### src/rtl/seg7_scan_reader.sv
// seg7_scan_reader: settles and decodes a multiplexed active-low 7-seg bus per digit (optional SEG7_SCAN_READER_DP_EN adds decimal point)
module seg7_scan_reader #(
  parameter int DIGITS = 4,
  parameter int STABLE_CYC = 4,
  parameter int TIMEOUT = 1000000
) (
  input  logic                  clk,
  input  logic                  rst,
  input  logic [6:0]            seg_n,
  input  logic [DIGITS-1:0]     an_n,
  output logic [4*DIGITS-1:0]   dout,
  output logic [DIGITS-1:0]     dout_valid,
  output logic [DIGITS-1:0]     bad_pat,
  output logic                  upd,
  output logic [2:0]            upd_idx
`ifdef SEG7_SCAN_READER_DP_EN
  ,
  input  logic                  dp_n,
  output logic [DIGITS-1:0]     dp_out
`endif
);
  localparam int CW = $clog2(STABLE_CYC + 1);
  localparam int AW = TIMEOUT > 0 ? $clog2(TIMEOUT + 1) : 1;
`ifdef SEG7_SCAN_READER_DP_EN
  localparam int BW = DIGITS + 8;
  logic [BW-1:0] bus;
  assign bus = {dp_n, an_n, seg_n};
`else
  localparam int BW = DIGITS + 7;
  logic [BW-1:0] bus;
  assign bus = {an_n, seg_n};
`endif
  logic [BW-1:0] in_r, in_p;
  logic [DIGITS-1:0] an_r, expire;
  logic [CW-1:0] cnt, cnt_nxt;
  logic [AW-1:0] age [DIGITS];
  logic sel, same, cap;
  logic [2:0] idx;
  logic [4:0] dec;

  function automatic logic [4:0] decode(input logic [6:0] s);
    case (s)
      7'h40: decode = 5'h10;
      7'h79: decode = 5'h11;
      7'h24: decode = 5'h12;
      7'h30: decode = 5'h13;
      7'h19: decode = 5'h14;
      7'h12: decode = 5'h15;
      7'h02: decode = 5'h16;
      7'h78: decode = 5'h17;
      7'h00: decode = 5'h18;
      7'h10: decode = 5'h19;
      7'h08: decode = 5'h1A;
      7'h03: decode = 5'h1B;
      7'h46: decode = 5'h1C;
      7'h21: decode = 5'h1D;
      7'h06: decode = 5'h1E;
      7'h0E: decode = 5'h1F;
      default: decode = 5'h00;
    endcase
  endfunction

  assign an_r = in_r[7 +: DIGITS];

  always_comb begin
    sel = $onehot(~an_r);
    same = in_r == in_p;
    cnt_nxt = !sel ? '0 : !same ? CW'(1) : (cnt == CW'(STABLE_CYC) ? cnt : cnt + 1'b1);
    // a change that lands straight on the threshold (STABLE_CYC=1) is still a new visit
    cap = sel && cnt_nxt == CW'(STABLE_CYC) && (!same || cnt != CW'(STABLE_CYC));
    dec = decode(in_r[6:0]);
    idx = '0;
    for (int i = 0; i < DIGITS; i++)
      if (!an_r[i]) idx = 3'(i);
    for (int i = 0; i < DIGITS; i++)
      expire[i] = TIMEOUT > 0 && age[i] >= AW'(TIMEOUT - 1);
  end

  always_ff @(posedge clk) begin
    if (rst) begin
      in_r <= '1;
      in_p <= '1;
      cnt <= '0;
      dout <= '0;
      dout_valid <= '0;
      bad_pat <= '0;
      upd <= 1'b0;
      upd_idx <= '0;
`ifdef SEG7_SCAN_READER_DP_EN
      dp_out <= '0;
`endif
      for (int i = 0; i < DIGITS; i++) age[i] <= '0;
    end else begin
      in_r <= bus;
      in_p <= in_r;
      cnt <= cnt_nxt;
      upd <= cap;
      upd_idx <= cap ? idx : upd_idx;
      for (int i = 0; i < DIGITS; i++) begin
        if (cap && idx == 3'(i)) begin
          if (dec[4]) dout[4*i +: 4] <= dec[3:0];
          dout_valid[i] <= dec[4];
          bad_pat[i] <= !dec[4];
`ifdef SEG7_SCAN_READER_DP_EN
          dp_out[i] <= ~in_r[BW-1];
`endif
        end else if (expire[i]) begin
          dout_valid[i] <= 1'b0;
        end
        age[i] <= (cap && idx == 3'(i)) ? '0 :
                  (TIMEOUT == 0 || age[i] == AW'(TIMEOUT)) ? age[i] : age[i] + 1'b1;
      end
    end
  end
endmodule

### config.mk
export PLATFORM = sky130hd
export DESIGN_NAME = seg7_scan_reader
export DESIGN_NICKNAME = d
export VERILOG_FILES = /design/src/rtl/seg7_scan_reader.sv
export SDC_FILE = /design/constraint.sdc
export NUM_CORES = 1
export LEC_CHECK = 0
export BUFFER_PORTS_ARGS = -buffer_cell sky130_fd_sc_hd__buf_2
export CORE_MARGIN = 4
export CORE_UTILIZATION = 55
export CTS_CLUSTER_DIAMETER = 100
export CTS_CLUSTER_SIZE = 14
export DETAILED_ROUTE_END_ITERATION = 6
export GPL_TIMING_DRIVEN = 0
export PLACE_DENSITY = 0.76
export RECOVER_POWER = 50
export SLEW_MARGIN = 20
export SYNTH_ARGS = -nofsm -noshare
export SYNTH_HDL_FRONTEND = slang
export SYNTH_SLANG_ARGS = --single-unit
### constraint.sdc
create_clock -name clk -period 2.94 [get_ports clk]
set_clock_uncertainty 0.2 [all_clocks]
set_input_delay 0.588 -clock clk [delete_from_list [all_inputs] [get_ports clk]]
set_output_delay 0.588 -clock clk [all_outputs]
set_load 0.01 [all_outputs]
======== Word level (Yosys, flattened, before mapping) ========
Memories as Yosys holds them, arrays and structs flattened.
Cells that the tools add are included.
storage, ports and cells
  bits in read-only memories .............. 0
  word-level logic and storage cells ...... 111
  input port bits ......................... 13
  bits in latches ......................... 0
  memory bits (writable) .................. 80
  memories ................................ 1
  output and inout bits ................... 28
  flip-flop bits (word level) ............. 53
memory list
  memory  words  width  rd ports  clocked after Yosys merged registers in  write ports  RTL line  RTL
  age     4      20     4         0                                        4            36        logic [AW-1:0] age [DIGITS];
cells by class
  muxes and demuxes ....................... 30
  order comparisons ....................... 4
  divide/modulo/power cells ............... 0
  add/subtract/negate cells ............... 8
  reduce and logical (&&, ||, !) cells .... 19
  shift operators ......................... 0
  $mul .................................... 0
  eq/ne operators ......................... 27
  bitwise operators ....................... 5
operator list
  operator                                                         number
  20-bit 2-to-1 mux                                                12
  20-bit by 1-bit adder with 20-bit output, second input constant  4
  20-bit == test, second input constant                            4
  20-bit >= comparator, second input constant                      4
  5-bit one-hot mux with 16 select lines                           1
  7-bit == test, second input constant                             4
  7-bit by 5-bit == test with 1-bit output, second input constant  3
  7-bit by 6-bit == test with 1-bit output, second input constant  3
  3-bit 2-to-1 mux                                                 5
  7-bit by 2-bit == test with 1-bit output, second input constant  2
  7-bit by 4-bit == test with 1-bit output, second input constant  2
  1-bit 2-to-1 mux                                                 12
  11-bit == test                                                   1
  2-bit AND reduction                                              4
  2-bit nonzero test                                               4
  7-bit by 3-bit == test with 1-bit output, second input constant  1
  7-bit logical NOT                                                1
  3-bit by 1-bit == test with 1-bit output, second input constant  2
  3-bit by 2-bit == test with 1-bit output, second input constant  2
  3-bit == test, second input constant                             2
  1-bit logical AND                                                6
  1-bit by 1-bit adder with 2-bit output                           2
  4-bit inverter                                                   1
  1-bit OR                                                         4
  other kinds (6)                                                  7

======== Logic depth before layout (Yosys ltp) ========
  depth after elaboration ................. 11
  depth in mapped cells ................... 11
  depth with buffers taken out ............ 9

======== Least setup slack after synthesis ========
No wires, ideal clock.
  path type ............................... register to register
  from .................................... register in_r[8]
  to ...................................... register dout[0]
  arrival ................................. 2943 ps
  data required time ...................... 2668 ps
  stages on the path, launching flop included .. 10
  setup slack ............................. -275 ps
  period minus slack after synthesis ...... 3215 ps
  cells stage by stage .................... dfxtp_1 > fa_1 > inv_1 > ha_1 > ha_1 > or3b_1 > a2111oi_4 > nand4_4 > a211oi_4 > mux2i_1
between the ends
  word-level cells in the longest chain between the ends .. 10
  elaborated cells between the ends (all ways) .. 18
  those cells by class .................... add/sub: 2; eq/ne: 3; mux: 5; bitwise: 1; reduce/logical: 7
RTL lines
  what                                                          RTL line  RTL
  from (decl)                                                   33        logic [BW-1:0] in_r, in_p;
  from (signal assigned)                                        94        in_r <= bus;
  4-bit inverter                                                66        sel = $onehot(~an_r);
  1-bit by 1-bit adder with 2-bit output (not written as such)  66
  2-bit by 2-bit adder with 3-bit output (not written as such)  66
  3-bit by 1-bit == test with 1-bit output                      66
  3-bit 2-to-1 mux                                              68        cnt_nxt = !sel ? '0 : !same ? CW'(1) : (cnt == CW'(STABLE_CYC) ? cnt : cnt + 1'b1);
  3-bit == test                                                 70        cap = sel && cnt_nxt == CW'(STABLE_CYC) && (!same || cnt != CW'(STABLE_CYC));
  1-bit logical AND (2 in series)                               70
  1-bit logical AND *                                           100       if (cap && idx == 3'(i)) begin
  2-bit AND reduction (no source line) *                        --
  to (signal, indexed assignment)                               101       if (dec[4]) dout[4*i +: 4] <= dec[3:0];
  to (decl)                                                     11        output logic [4*DIGITS-1:0] dout,
Mark *: on every way between the ends. The rest lies on a longest branch, timed or not.
A chain may end at the register's enable or synchronous reset.

======== Worst setup path after layout ========
  from .................................... register in_r[10]
  to ...................................... register dout[15]
The elaborated chain is that of the path after synthesis.

==> results.toml <==
[outcome]
status = "complete, but fails checks"
violations = "design-rule violations, negative setup slack"

[min_path]
hp-class = "input pin to flop"

[floorplan]
dieHeight_um = 115
row_count = 38
coreArea_um2 = 11000
pin_count = 41
die-area_um2 = 13100
dieWidth_um = 115
initial_core_util_pct = 57.0

[place]
port_buffers = 38
finalWeightedCongestion = 0.857
dp_hpwl_um = 9550
place_ws_ns = -0.299

[yosys]
synth_largest_area_cell = "dfxtp_1"
synth_top_area_share_pct = 42.2
netlist-cell-type-count = 66
synthCells = 707
synthesis.nets = 733
synth_area_leaders = "dfxtp_1 (42%), xor2_1 (6.3%), nor2_1 (6.2%)"
ys_warn_count = 0
ys_seq_area_share_pct = 42.2
synthArstFlopShare_pct = 0
netlist_area_um2 = 6260
synth_edf_count = 0
synth-main-ff-cell = "dfxtp_1"
syn_area_per_cell_um2 = 8.85
ys_ff_latch = 132

[sta]
grt_setup_unrepaired = "true"
relSlewSlack_pct = 37.6
max_freq_mhz = 316
final_hold_viol_count = 0
setup_ws_ns = -0.226
setup_viol = 106
tightest_slew_ns = 0.929
fin_crit_ns = 3.17
maxSlewViolCount = 0
min_period_over_period_pct = 108
hold_slack_ns = 0.152

[power]
peakVddDrop_mv = 0.542
power.leakage_nw = 2.79
power.density_nw_per_um2 = 579

[global_route]
grt_max_degree = 17
grt_use_total_pct = 22.5
grt_pass1_vias = 5177
grt_pass1_wl_um = 24000
antenna_found_initial = 0
gr-total-overflow = 0

[setup_path]
path_class = "flop to flop"
worstSetupEndpointType = "flop"
cp.arrival_ns = 3.26
critPathLaunchType = "flop"
cp_max_fo = 4
critPathRequiredTime_ns = 3.03
regToRegSetupSlack_ns = -0.23

[detailed_routing]
drt_wl_total_um = 14300
wl_per_cell_um = 15.3
num_vias = 5371
drt_pass1_iterations = 7
ant_nets = 0
vias_per_cell = 5.74
drc_errors = 1
drtIter0Drc = 410

[cts]
worst_skew_pair.late_latency_ns = 0.41
clk_pin_slew_ns = 0.05
cts_hold_buf = 0
clock_sinks = 132
clockRootBuffer = "clkbuf_16"
cts_max_level = 4
cts_buffer_depth = 2
numCtsBuffers = 17
cts_tree = "yes"

[final_layout]
drive_gt1_share_pct = 20.9
area_growth_pct = 22.0
n_antenna_cell = 0
nets = 808

[job]
max_cap_violations = 0
metrics by stage:
step / power [mW] / util [%] / area, um^2 / setup TNS (ns) / cells
finish: 4.42 / 69.5 / 7630 / -13.82 / 935
global route: 4.55 / 69.5 / 7630 / -23.12 / 935
CTS: 4.44 / 68.4 / 7510 / -9.45 / 930
detailed placement: 2.09 / 60.5 / 6650 / -23.55 / 885
global placement: 2.08 / 60.5 / 6650 / -18.82 / 885
floorplan: 2.04 / - / 6280 / 0 / 707
cell usage in the layout (no fill, tap or decap), types with 14 or more instances in the layout:
cell         n
xnor2_1     38
dfxtp_1    129
mux2i_1     14
buf_2       38
nor2_1      87
clkbuf_1    23
nand4_1     23
inv_1       19
nand2_1     57
nor2_2      14
nand3_1     28
xor2_1      45
nor3_1      22
or2_2       21
buf_6       15
clkbuf_16   18
worst max-delay path, stage by stage, from the launching register on:
cell,delay [ns]
dfxtp_2,0.33
fa_1,0.53
inv_1,0.04
ha_2,0.17
ha_4,0.20
or3b_4,0.39
a2111oi_4,0.20
buf_4,0.20
nand4_4,0.12
buf_4,0.22
buf_4,0.13
a211oi_2,0.20
o22ai_1,0.11
flip-flops by register name (all words and copies together), names as in the netlist:
name	cells
dout	16
upd	1
upd_idx	2
in_r	11
bad_pat	4
age	80
dout_valid	4
cnt	3
in_p	11
synth_stat cells, types with 10 or more instances:
library cell and instances:
dfxtp_1 132, nor2_1 103, nand2_1 59, xor2_1 45, xnor2_1 38, nand3_1 28, nand4_1 23, nor3_1 22
or2_2 21, inv_1 19, buf_2 16, a21oi_1 15, mux2i_1 14, and3_1 13, and4_1 13, ha_1 12
o21ai_0 12, clkbuf_1 10, nor4_1 10
cell type report:
type / instances / area, um^2
sequential: 132 / 2650
fill: 829 / 3350
inverter: 20 / 75.1
clock buffer: 23 / 479
buffer: 28 / 170
multi-input combinational: 526 / 3550
tap: 140 / 175
timing repair buffer: 57 / 358
clock inverter: 9 / 173
logic make-up (layout without fill, tap and decap cells):
logic type / after synthesis / in the layout / share of synthesized area, %
XOR/XNOR: 83 / 83 / 11.6
AO/OA/AOI/OAI: 69 / 69 / 8.22
buffers and inverters: 50 / 137 / 3.56
other: 1 / 1 / 0.0599
multiplexers: 14 / 14 / 2.24
AND/OR/NAND/NOR: 345 / 346 / 29.4
adder cells (fa/ha/maj): 13 / 13 / 2.72
flip-flops: 132 / 132 / 42.2
final timing paths:
path,from,endpoint,cells past startpoint
max,in_r[10]$_SDFF_PP1_,dout[15]$_SDFFE_PP0P_,12
min,seg_n[2],in_r[2]$_SDFF_PP1_,2
max reg2reg,in_r[10]$_SDFF_PP1_,dout[15]$_SDFFE_PP0P_,12
min reg2reg,dout[5]$_SDFFE_PP0P_,dout[5]$_SDFFE_PP0P_,2
power breakdown:
part,internal [mW],switching [mW],total [mW]
combinational,0.100,0.145,0.245
sequential,1.82,0.0270,1.85
clock,1.57,0.757,2.33
total,3.49,0.929,4.42
per-layer routing:
layer	routed length [um]	global-route usage (%)
met2	7050	36.6
met3	703	6.29
met4	439	10.5
met1	6140	27.4
met5	0	0
timing repair:
| item | in CTS | in global routing |
|---|---|---|
| pin swaps | 28 | 7 |
| resized for setup | 36 | 26 |
| buffers inserted | 9 | 7 |
| setup endpoints to repair | 106 | 106 |
| endpoints found under the hold margin | 0 | 0 |
| gates cloned | 4 | 0 |
Note: power is estimated with default switching activity, not from simulation.
